**src/rtl/sccb_master_if.sv**
```systemverilog
// SCCB write-master request/bus bundle: config-sequencer handshake plus SIOC/SIOD drive lines.
// siod_in exists only when SCCB_ACK_CHECK_EN is defined.
`timescale 1ns/1ps

interface sccb_master_if;
  logic       start;
  logic [7:0] addr;
  logic [7:0] data;
  logic       ready;
  logic       sioc;
  logic       siod_out;
  logic       siod_oe;
  logic       ack_error;
`ifdef SCCB_ACK_CHECK_EN
  logic       siod_in;
`endif

  modport master (
`ifdef SCCB_ACK_CHECK_EN
    input  siod_in,
`endif
    input  start, addr, data,
    output ready, sioc, siod_out, siod_oe, ack_error
  );

  modport slave (
`ifdef SCCB_ACK_CHECK_EN
    output siod_in,
`endif
    output start, addr, data,
    input  ready, sioc, siod_out, siod_oe, ack_error
  );
endinterface

```
**src/rtl/sccb_master.sv**
```systemverilog
// SCCB 3-phase write master (ID, reg addr, reg data) for the OV7670 camera.
// Optional feature macro SCCB_ACK_CHECK_EN: sample SIOD on each released 9th bit, flag a missing ACK.
`timescale 1ns/1ps

module sccb_master #(
  parameter int         CLK_FREQ  = 25000000,
  parameter int         SCCB_FREQ = 100000,
  parameter logic [7:0] CAMERA_ID = 8'h42
) (
  input logic           clk,
  input logic           rst,
  sccb_master_if.master bus
);

  // QTR below 2 is not a legal configuration.
  localparam int QTR = CLK_FREQ / (4 * SCCB_FREQ);
  localparam int QW  = (QTR > 1) ? $clog2(QTR) : 1;
  localparam logic [QW-1:0] QLAST = QW'(QTR - 1);

  typedef enum logic [2:0] {
    IDLE,
    START,
    BITS,
    STOP,
    GAP
  } state_t;

  state_t        state;
  logic [QW-1:0] qcnt;
  logic [1:0]    quarter;
  logic [4:0]    bit_cnt;
  logic [26:0]   shift_reg;
  logic          ready_r;
  logic          sioc_r;
  logic          siod_r;
  logic          oe_r;
  logic          tick;

  assign tick = (qcnt == QLAST);

  // The 9th bit of each byte is the slave's ACK slot, where SIOD is released.
  function automatic logic is_ack_slot(input logic [4:0] idx);
    return (idx == 5'd8) || (idx == 5'd17) || (idx == 5'd26);
  endfunction

`ifdef SCCB_ACK_CHECK_EN
  logic ack_r;
  assign bus.ack_error = ack_r;
`else
  assign bus.ack_error = 1'b0;
`endif

  assign bus.ready    = ready_r;
  assign bus.sioc     = sioc_r;
  assign bus.siod_out = siod_r;
  assign bus.siod_oe  = oe_r;

  // Outputs are set on the quarter-tick that enters each quarter, so they hold for that whole quarter.
  // Leaving GAP lands in IDLE with ready still low; it rises one clock later.
  always_ff @(posedge clk) begin
    if (rst) begin
      state     <= IDLE;
      qcnt      <= '0;
      quarter   <= '0;
      bit_cnt   <= '0;
      shift_reg <= '0;
      ready_r   <= 1'b1;
      sioc_r    <= 1'b1;
      siod_r    <= 1'b1;
      oe_r      <= 1'b1;
`ifdef SCCB_ACK_CHECK_EN
      ack_r     <= 1'b0;
`endif
    end else if (state == IDLE) begin
      qcnt    <= '0;
      quarter <= '0;
      bit_cnt <= '0;
      if (!ready_r) begin
        ready_r <= 1'b1;
      end else if (bus.start) begin
        shift_reg <= {CAMERA_ID, 1'b1, bus.addr, 1'b1, bus.data, 1'b1};
        ready_r   <= 1'b0;
        state     <= START;
        sioc_r    <= 1'b1;
        siod_r    <= 1'b1;
        oe_r      <= 1'b1;
      end
    end else begin
      qcnt <= tick ? '0 : qcnt + QW'(1);
      if (tick) begin
        quarter <= quarter + 2'd1;
        case (state)
          START: begin
            case (quarter)
              2'd0: siod_r <= 1'b0;
              2'd1: sioc_r <= 1'b0;
              2'd3: begin
                state   <= BITS;
                bit_cnt <= 5'd0;
                siod_r  <= shift_reg[26];
                oe_r    <= 1'b1;
              end
              default: ;
            endcase
          end
          BITS: begin
            case (quarter)
              2'd1: sioc_r <= 1'b1;
`ifdef SCCB_ACK_CHECK_EN
              2'd2: begin
                if (is_ack_slot(bit_cnt) && bus.siod_in) ack_r <= 1'b1;
              end
`endif
              2'd3: begin
                sioc_r <= 1'b0;
                if (bit_cnt == 5'd26) begin
                  state  <= STOP;
                  siod_r <= 1'b0;
                  oe_r   <= 1'b1;
                end else begin
                  bit_cnt   <= bit_cnt + 5'd1;
                  shift_reg <= {shift_reg[25:0], 1'b0};
                  siod_r    <= shift_reg[25];
                  oe_r      <= !is_ack_slot(bit_cnt + 5'd1);
                end
              end
              default: ;
            endcase
          end
          STOP: begin
            case (quarter)
              2'd0: sioc_r <= 1'b1;
              2'd1: siod_r <= 1'b1;
              2'd3: state  <= GAP;
              default: ;
            endcase
          end
          GAP: begin
            if (quarter == 2'd3) state <= IDLE;
          end
          default: state <= IDLE;
        endcase
      end
    end
  end

endmodule

```
**src/flat_wrapper.sv**
```systemverilog
// flat-port wrapper written by rule: the top's interface ports become plain ports
module sccb_master_flat 
#(
  parameter int         CLK_FREQ  = 25000000,
  parameter int         SCCB_FREQ = 100000,
  parameter logic [7:0] CAMERA_ID = 8'h42
)
  (clk, rst, bus_start, bus_addr, bus_data, bus_ready, bus_sioc, bus_siod_out, bus_siod_oe, bus_ack_error);
  sccb_master_if bus_i ();
  input logic clk;
  input logic rst;
  input wire logic [$bits(bus_i.start)-1:0] bus_start;
  input wire logic [$bits(bus_i.addr)-1:0] bus_addr;
  input wire logic [$bits(bus_i.data)-1:0] bus_data;
  output wire logic [$bits(bus_i.ready)-1:0] bus_ready;
  output wire logic [$bits(bus_i.sioc)-1:0] bus_sioc;
  output wire logic [$bits(bus_i.siod_out)-1:0] bus_siod_out;
  output wire logic [$bits(bus_i.siod_oe)-1:0] bus_siod_oe;
  output wire logic [$bits(bus_i.ack_error)-1:0] bus_ack_error;
  assign bus_i.start = bus_start;
  assign bus_i.addr = bus_addr;
  assign bus_i.data = bus_data;
  assign bus_ready = bus_i.ready;
  assign bus_sioc = bus_i.sioc;
  assign bus_siod_out = bus_i.siod_out;
  assign bus_siod_oe = bus_i.siod_oe;
  assign bus_ack_error = bus_i.ack_error;
  sccb_master #(.CLK_FREQ(CLK_FREQ), .SCCB_FREQ(SCCB_FREQ), .CAMERA_ID(CAMERA_ID)) u_core (.clk(clk), .rst(rst), .bus(bus_i));
endmodule
```
**config.mk**
```make
export PLATFORM = sky130hd
export DESIGN_NAME = sccb_master_flat
export DESIGN_NICKNAME = d
export VERILOG_FILES = /design/src/rtl/sccb_master_if.sv /design/src/rtl/sccb_master.sv /design/src/flat_wrapper.sv
export SDC_FILE = /design/constraint.sdc
export NUM_CORES = 1
export LEC_CHECK = 0
export ABC_AREA = 1
export CORE_ASPECT_RATIO = 1.5
export CORE_UTILIZATION = 58
export DETAILED_ROUTE_END_ITERATION = 10
export GPL_ROUTABILITY_DRIVEN = 0
export GPL_TIMING_DRIVEN = 0
export MAX_ROUTING_LAYER = met4
export PLACE_DENSITY = 0.83
export SETUP_SLACK_MARGIN = 0.1
export SLEW_MARGIN = 20
export SYNTH_ARGS = -nofsm -noshare
export SYNTH_HDL_FRONTEND = slang
export SYNTH_SLANG_ARGS = --single-unit
```
**constraint.sdc**
```tcl
create_clock -name clk -period 1.6 [get_ports clk]
set_input_delay 0.24 -clock clk [delete_from_list [all_inputs] [get_ports clk]]
set_output_delay 0.24 -clock clk [all_outputs]
set_load 0.01 [all_outputs]
```
## Word level (Yosys, flattened, before mapping)

Cells that the tools add are included.

- Register bits after elaboration: 47
- Input port bits: 19
- Logic and storage cells: 102
- Output and inout bits: 5

- Equal/unequal tests: 27
- Reduce and logical (&&, ||, !) cells: 19
- $add $sub $neg: 3
- Mux-type cells: 44

Operator list:

| kind | number |
|---|---|
| 27-bit 2-to-1 mux | 7 |
| 3-bit 2-to-1 mux | 9 |
| 3-bit by 1-bit != test with 1-bit output (second input constant) | 7 |
| 1-bit 2-to-1 mux | 18 |
| 5-bit == test (second input constant) | 3 |
| 5-bit 2-to-1 mux | 3 |
| 7-bit AND reduction | 2 |
| 3-bit one-hot mux with 4 select lines | 1 |
| 6-bit AND reduction | 2 |
| 5-bit one-hot mux with 2 select lines | 1 |
| 2-bit by 1-bit != test with 1-bit output (second input constant) | 4 |
| 4-bit by 1-bit != test with 1-bit output (second input constant) | 2 |
| 8-bit AND reduction | 1 |
| 2-bit nonzero test | 4 |
| 6-bit by 1-bit adder with 6-bit output (second input constant) | 1 |
| 3-bit by 2-bit == test with 1-bit output (second input constant) | 2 |
| 6-bit == test (second input constant) | 1 |
| 1-bit one-hot mux with 2 select lines | 3 |
| 1-bit one-hot mux with 3 select lines | 2 |
| 5-bit by 1-bit adder with 5-bit output (second input constant) | 1 |
| 5-bit by 4-bit == test with 1-bit output (second input constant) | 1 |
| 5-bit AND reduction | 1 |
| 2-bit != test (second input constant) | 2 |
| 4-bit nonzero test | 1 |
| other kinds (13) | 14 |

## Depth between registers and ports, before layout

- Depth in word-level cells: 10
- Gate-level depth with buffers: 12

## Worst setup path before layout

OpenSTA, ideal clock, no wires.

- Kind: flip-flop to flip-flop
- Start: register u_core.qcnt[0]
- End: register u_core.shift_reg[25]
- Period minus slack after synthesis: 1.507 ns
- Required time: 1.487 ns
- Buffers on the path: 1
- Arrival time: 1.395 ns
- Path slack: 0.093 ns
- Cell stages (with the launch flop): 12
- Path through: dfxtp_1 > ha_1 > nand3_1 > nor2_4 > nand2_4 > nand2_8 > inv_4 > nor2_8 > buf_6 > nand2_1 > nand2_1 > nor2_1

- Longest elaborated chain between the ends: 3

Ends and longest elaborated chain:

| what | RTL line | RTL |
|---|---|---|
| start: declaration | sccb_master.sv:29 | `logic [QW-1:0] qcnt;` |
| start signal: assignment | sccb_master.sv:89 | `qcnt <= tick ? '0 : qcnt + QW'(1);` |
| 6-bit == test | sccb_master.sv:39 | `assign tick = (qcnt == QLAST);` |
| 2-bit nonzero test (no source line) | - |  |
| 6-bit AND reduction (no source line) | - |  |
| end signal: assignment | sccb_master.sv:81 | `shift_reg <= {CAMERA_ID, 1'b1, bus.addr, 1'b1, bus.data, 1'b1};` |
| end signal: assignment | sccb_master.sv:122 | `shift_reg <= {shift_reg[25:0], 1'b0};` |
| end: declaration | sccb_master.sv:32 | `logic [26:0] shift_reg;` |

No other way between the ends.
A chain may end at the register's enable or synchronous reset.

## Final worst setup path

- Start: register u_core.state[1]
- End: register u_core.state[2]

- Longest elaborated chain between the ends: 4
- Elaborated cells between the ends (all ways): 17

Ends and longest elaborated chain:

| what | RTL line | RTL |
|---|---|---|
| start: declaration | sccb_master.sv:28 | `state_t state;` |
| start signal: assignment | sccb_master.sv:62 | `state <= IDLE;` |
| start signal: assignment | sccb_master.sv:83 | `state <= START;` |
| start signal: assignment | sccb_master.sv:98 | `state <= BITS;` |
| 3-bit == test (tied with other cells) | sccb_master.sv:92 | `case (state)` |
| 3-bit one-hot mux with 4 select lines | sccb_master.sv:92 |  |
| 3-bit 2-to-1 mux | sccb_master.sv:90 | `if (tick) begin` |
| 3-bit 2-to-1 mux | sccb_master.sv:74 | `end else if (state == IDLE) begin` |

Several ways; a longest one is shown, not always the timed one. The select of a mux whose other input is x is not followed.

==> results.cfg <==
[timing]
max_clock_freq_mhz = 636
finalHoldViolCount = 0
finalCritPeriodShare_pct = 98.3
setup_violations = 0
layout_setup_ws_ps = 27.0
worstMarginPinSlew_ps = 571
slew_violations = 0
slew_headroom_pct = 62.0
fin_skew_ps = 8.65
rsz0062_at_grt = true
setup_tns_ps = 0
min_period_ps = 1570

[floorplanning]
die_x_um = 58.5
ios = 24
row_count = 30
die-area_mm2 = 0.00507
initial_core_util_pct = 61.0
dieHeight_um = 86.7
core_mm2 = 0.00454

[clock_tree]
cts_buffers = 5
cts_tree = built
clock_sinks = 47
clock_path_buffers = 2
htree_levels = 2
clkTransAtPathRegs_ps = 90
cts-root-buf = clkbuf_8
ctsHoldBuffers = 0
clock_insertion_delay_worst_skew_ps = 310

[synthesis]
yosys_warnings = 0
synthMuxAreaShare_pct = 0
synth_compound_area_share_pct = 3.66
synth-adder-area-share_pct = 4.51
async_flop_share_pct = 0
yosys.area.top_type = dfxtp_1
yosys-top-cells-area = dfxtp_1 34%, nand2_1 19%, nor2_1 11%
synth-xor-area-share_pct = 1.58
seq_area_frac_synth_pct = 33.9
syn_area_per_cell_um2 = 6.52
synth_top_family_by_area = simple AND/OR/NAND/NOR gates
ys_ff_latch = 47
synthSimpleGateAreaFrac_pct = 46.3
synth_cell_types = 32
ys_top_cells_by_count = 142 x nand2_1, 81 x nor2_1, 47 x dfxtp_1
netlist_area_mm2 = 0.00277
yosysMostFrequentCell = nand2_1
synth_top_area_share_pct = 33.9
synth_edf_count = 0
synth_nets = 454
netlist_instances = 425
ys.flop_type = dfxtp_1

[global_routing]
grtUsageTotal_pct = 26.5
grt_max_degree = 15
antenna_found_initial = 0
grt_pass1_vias = 2433
overflow = 0
grt_pass1_wl_um = 10200

[critical_path]
slowest_delay_ps = 330
worst_r2r_endpoint = u_core.state[2]$_SDFFE_PP0P_
r2r_start = u_core.state[1]$_SDFFE_PP0P_
crit_buf_inv = 3
worstSetupStartpoint = u_core.state[1]$_SDFFE_PP0P_
path_delay_family = simple AND/OR/NAND/NOR gates
r2r_slack_ps = 30
worst-setup-path-type = reg -> reg
worstSetupStartpointType = register
worstPathRequired_ps = 1810
crit_top_cell = nand2_1
path_max_fanout = 5
worstPathCellList = buf_6 -> clkinvlp_4 -> nand3_1 -> nand2_1 -> nand2_1 -> inv_1 -> nor2_1 -> nand3_1 -> nand2_1 -> nor2_1
endpoint_kind = register
arrival_ps = 1780
worst-r2r-cell-count = 10
crit_slowest_cell = dfxtp_2
cp.depth = 10

[min_path]
hold_path.class = in -> reg
holdPathStages = 2
min_to = u_core.shift_reg[19]$_SDFFE_PP0P_
min_from = rst

[pwr]
combPwrFrac_pct = 66.8
power_frac_seq_pct = 22.3
powerDensity_mw_per_mm2 = 2360
power_frac_clock_pct = 10.9
p_sw_share_pct = 48.5
p_int_uw = 4360
power.net_switching_uw = 4100
leakagePower_uw = 0.00167
peakVddDrop_uv = 1280

[route]
wl_um = 6800
viasPerCell = 5.15
first_pass_iters = 5
post-route-drc-count = 0
vias = 2767
ant_nets = 0
drtIter0Drc = 156
wl_per_cell_um = 12.7

[layout]
final_layout_size_suffix_gt1_share_pct = 23.5
area_growth_pct = 29.5
nFillCells = 323
n_antenna_cell = 0
nets = 501
stdcell_count = 537
fin_util_pct = 79.1
largest_reg_flops = 27

[job]
drv_cap = 0

[placed_design]
preCtsSetupSlack_ps = -80.5
post-dp-hpwl_um = 4110
numPortBuffers = 21
placedCellCount = 510

[status]
outcome = finished clean
## worst max-delay path by stage
| stage | endpoint | slack (ps) |
|---|---|---|
| after floorplan | u_core.shift_reg[25]$_SDFFE_PP0P_ | 100 |
| after global placement | u_core.shift_reg[16]$_SDFFE_PP0P_ | -40 |
| after detailed placement | u_core.shift_reg[12]$_SDFFE_PP0P_ | -80 |
| after CTS | u_core.shift_reg[12]$_SDFFE_PP0P_ | 90 |
| after global routing | u_core.state[0]$_SDFFE_PP0P_ | -110 |
| final | u_core.state[2]$_SDFFE_PP0P_ | 30 |
## worst register-to-register path, stage by stage, from the launching register on
cell	delay [ps]
dfxtp_2	330
buf_6	130
clkinvlp_4	210
nand3_1	160
nand2_1	80
nand2_1	90
inv_1	50
nor2_1	190
nand3_1	120
nand2_1	80
nor2_1	50
## layout by cell type, fill, tap and decap left out, types with 2 or more instances in the layout
cell type | netlist | final
nand3b_1 | 2 | 2
xnor2_1 | 2 | 2
nand2_2 | 4 | 19
o21ai_0 | 2 | 2
nand2_4 | 5 | 6
inv_4 | 1 | 3
xor2_1 | 3 | 3
nor2_8 | 2 | 2
nor2_1 | 81 | 73
dfxtp_4 | 0 | 3
nand3_2 | 1 | 5
nand2_8 | 1 | 2
a21oi_1 | 10 | 9
nand2_1 | 142 | 125
buf_6 | 4 | 9
nor2_4 | 3 | 5
dfxtp_2 | 0 | 6
buf_1 | 2 | 2
dfxtp_1 | 47 | 38
ha_4 | 0 | 3
nand4_1 | 8 | 8
clkdlybuf4s50_1 | 0 | 20
buf_4 | 2 | 14
inv_1 | 42 | 39
nor2_2 | 0 | 7
inv_2 | 4 | 3
nand3_1 | 34 | 27
nand3_4 | 1 | 4
a21oi_2 | 1 | 2
clkbuf_8 | 0 | 6
clkbuf_4 | 0 | 5
ha_1 | 10 | 7
## cell families (layout without fill, tap and decap cells)
family	count (synthesis)	after routing
and+or+nand+nor	285	286
buffers and inverters	61	108
xor gates and xnor gates	5	5
AOI/OAI and AO/OA	16	16
adders and majority gates	10	10
other	1	1
DFF	47	47
## layer usage
layer	global-route usage, %	wire [µm]
met1	27.7	2570
met4	11.3	250
met3	4.18	355
met2	48.2	3620
met5	-	0
## power by group through the flow
stage          registers [µW]  logic, µW  clock network [µW]
4_1_cts                  1840       4830                 925
3_5_place_dp             1870       4460                   0
2_1_floorplan            1830       3600                   0
3_3_place_gp             1850       4380                   0
5_1_grt                  1930       6260                 971
6_report                 1890       5650                 920
## area by class of cell
cell class	count	area, µm²	share of cell area [%]
multi-input cells	318	1750	48.8
flip-flops and latches	47	960	26.7
repair buffers	39	375	10.5
inverters	47	193	5.37
plain buffers	14	113	3.14
clock buffers	6	82.6	2.30
well taps	64	80.1	2.23
clock inverters	2	35.0	0.976
## stage by stage
step	hold slack, ps	area (µm²)	total power (µW)
after floorplan	434	2780	5430
after global placement	451	3070	6230
after detailed placement	452	3070	6320
after CTS	322	3340	7600
after global routing	334	3590	9160
final	322	3590	8460
## repair_timing
item	4_1_cts	5_1_grt
setup endpoints to repair	38	39
setup buffers	10	6
resized for setup	22	55
gates cloned	2	1
pin swaps	10	23
Power figures use the tool's default switching activity.
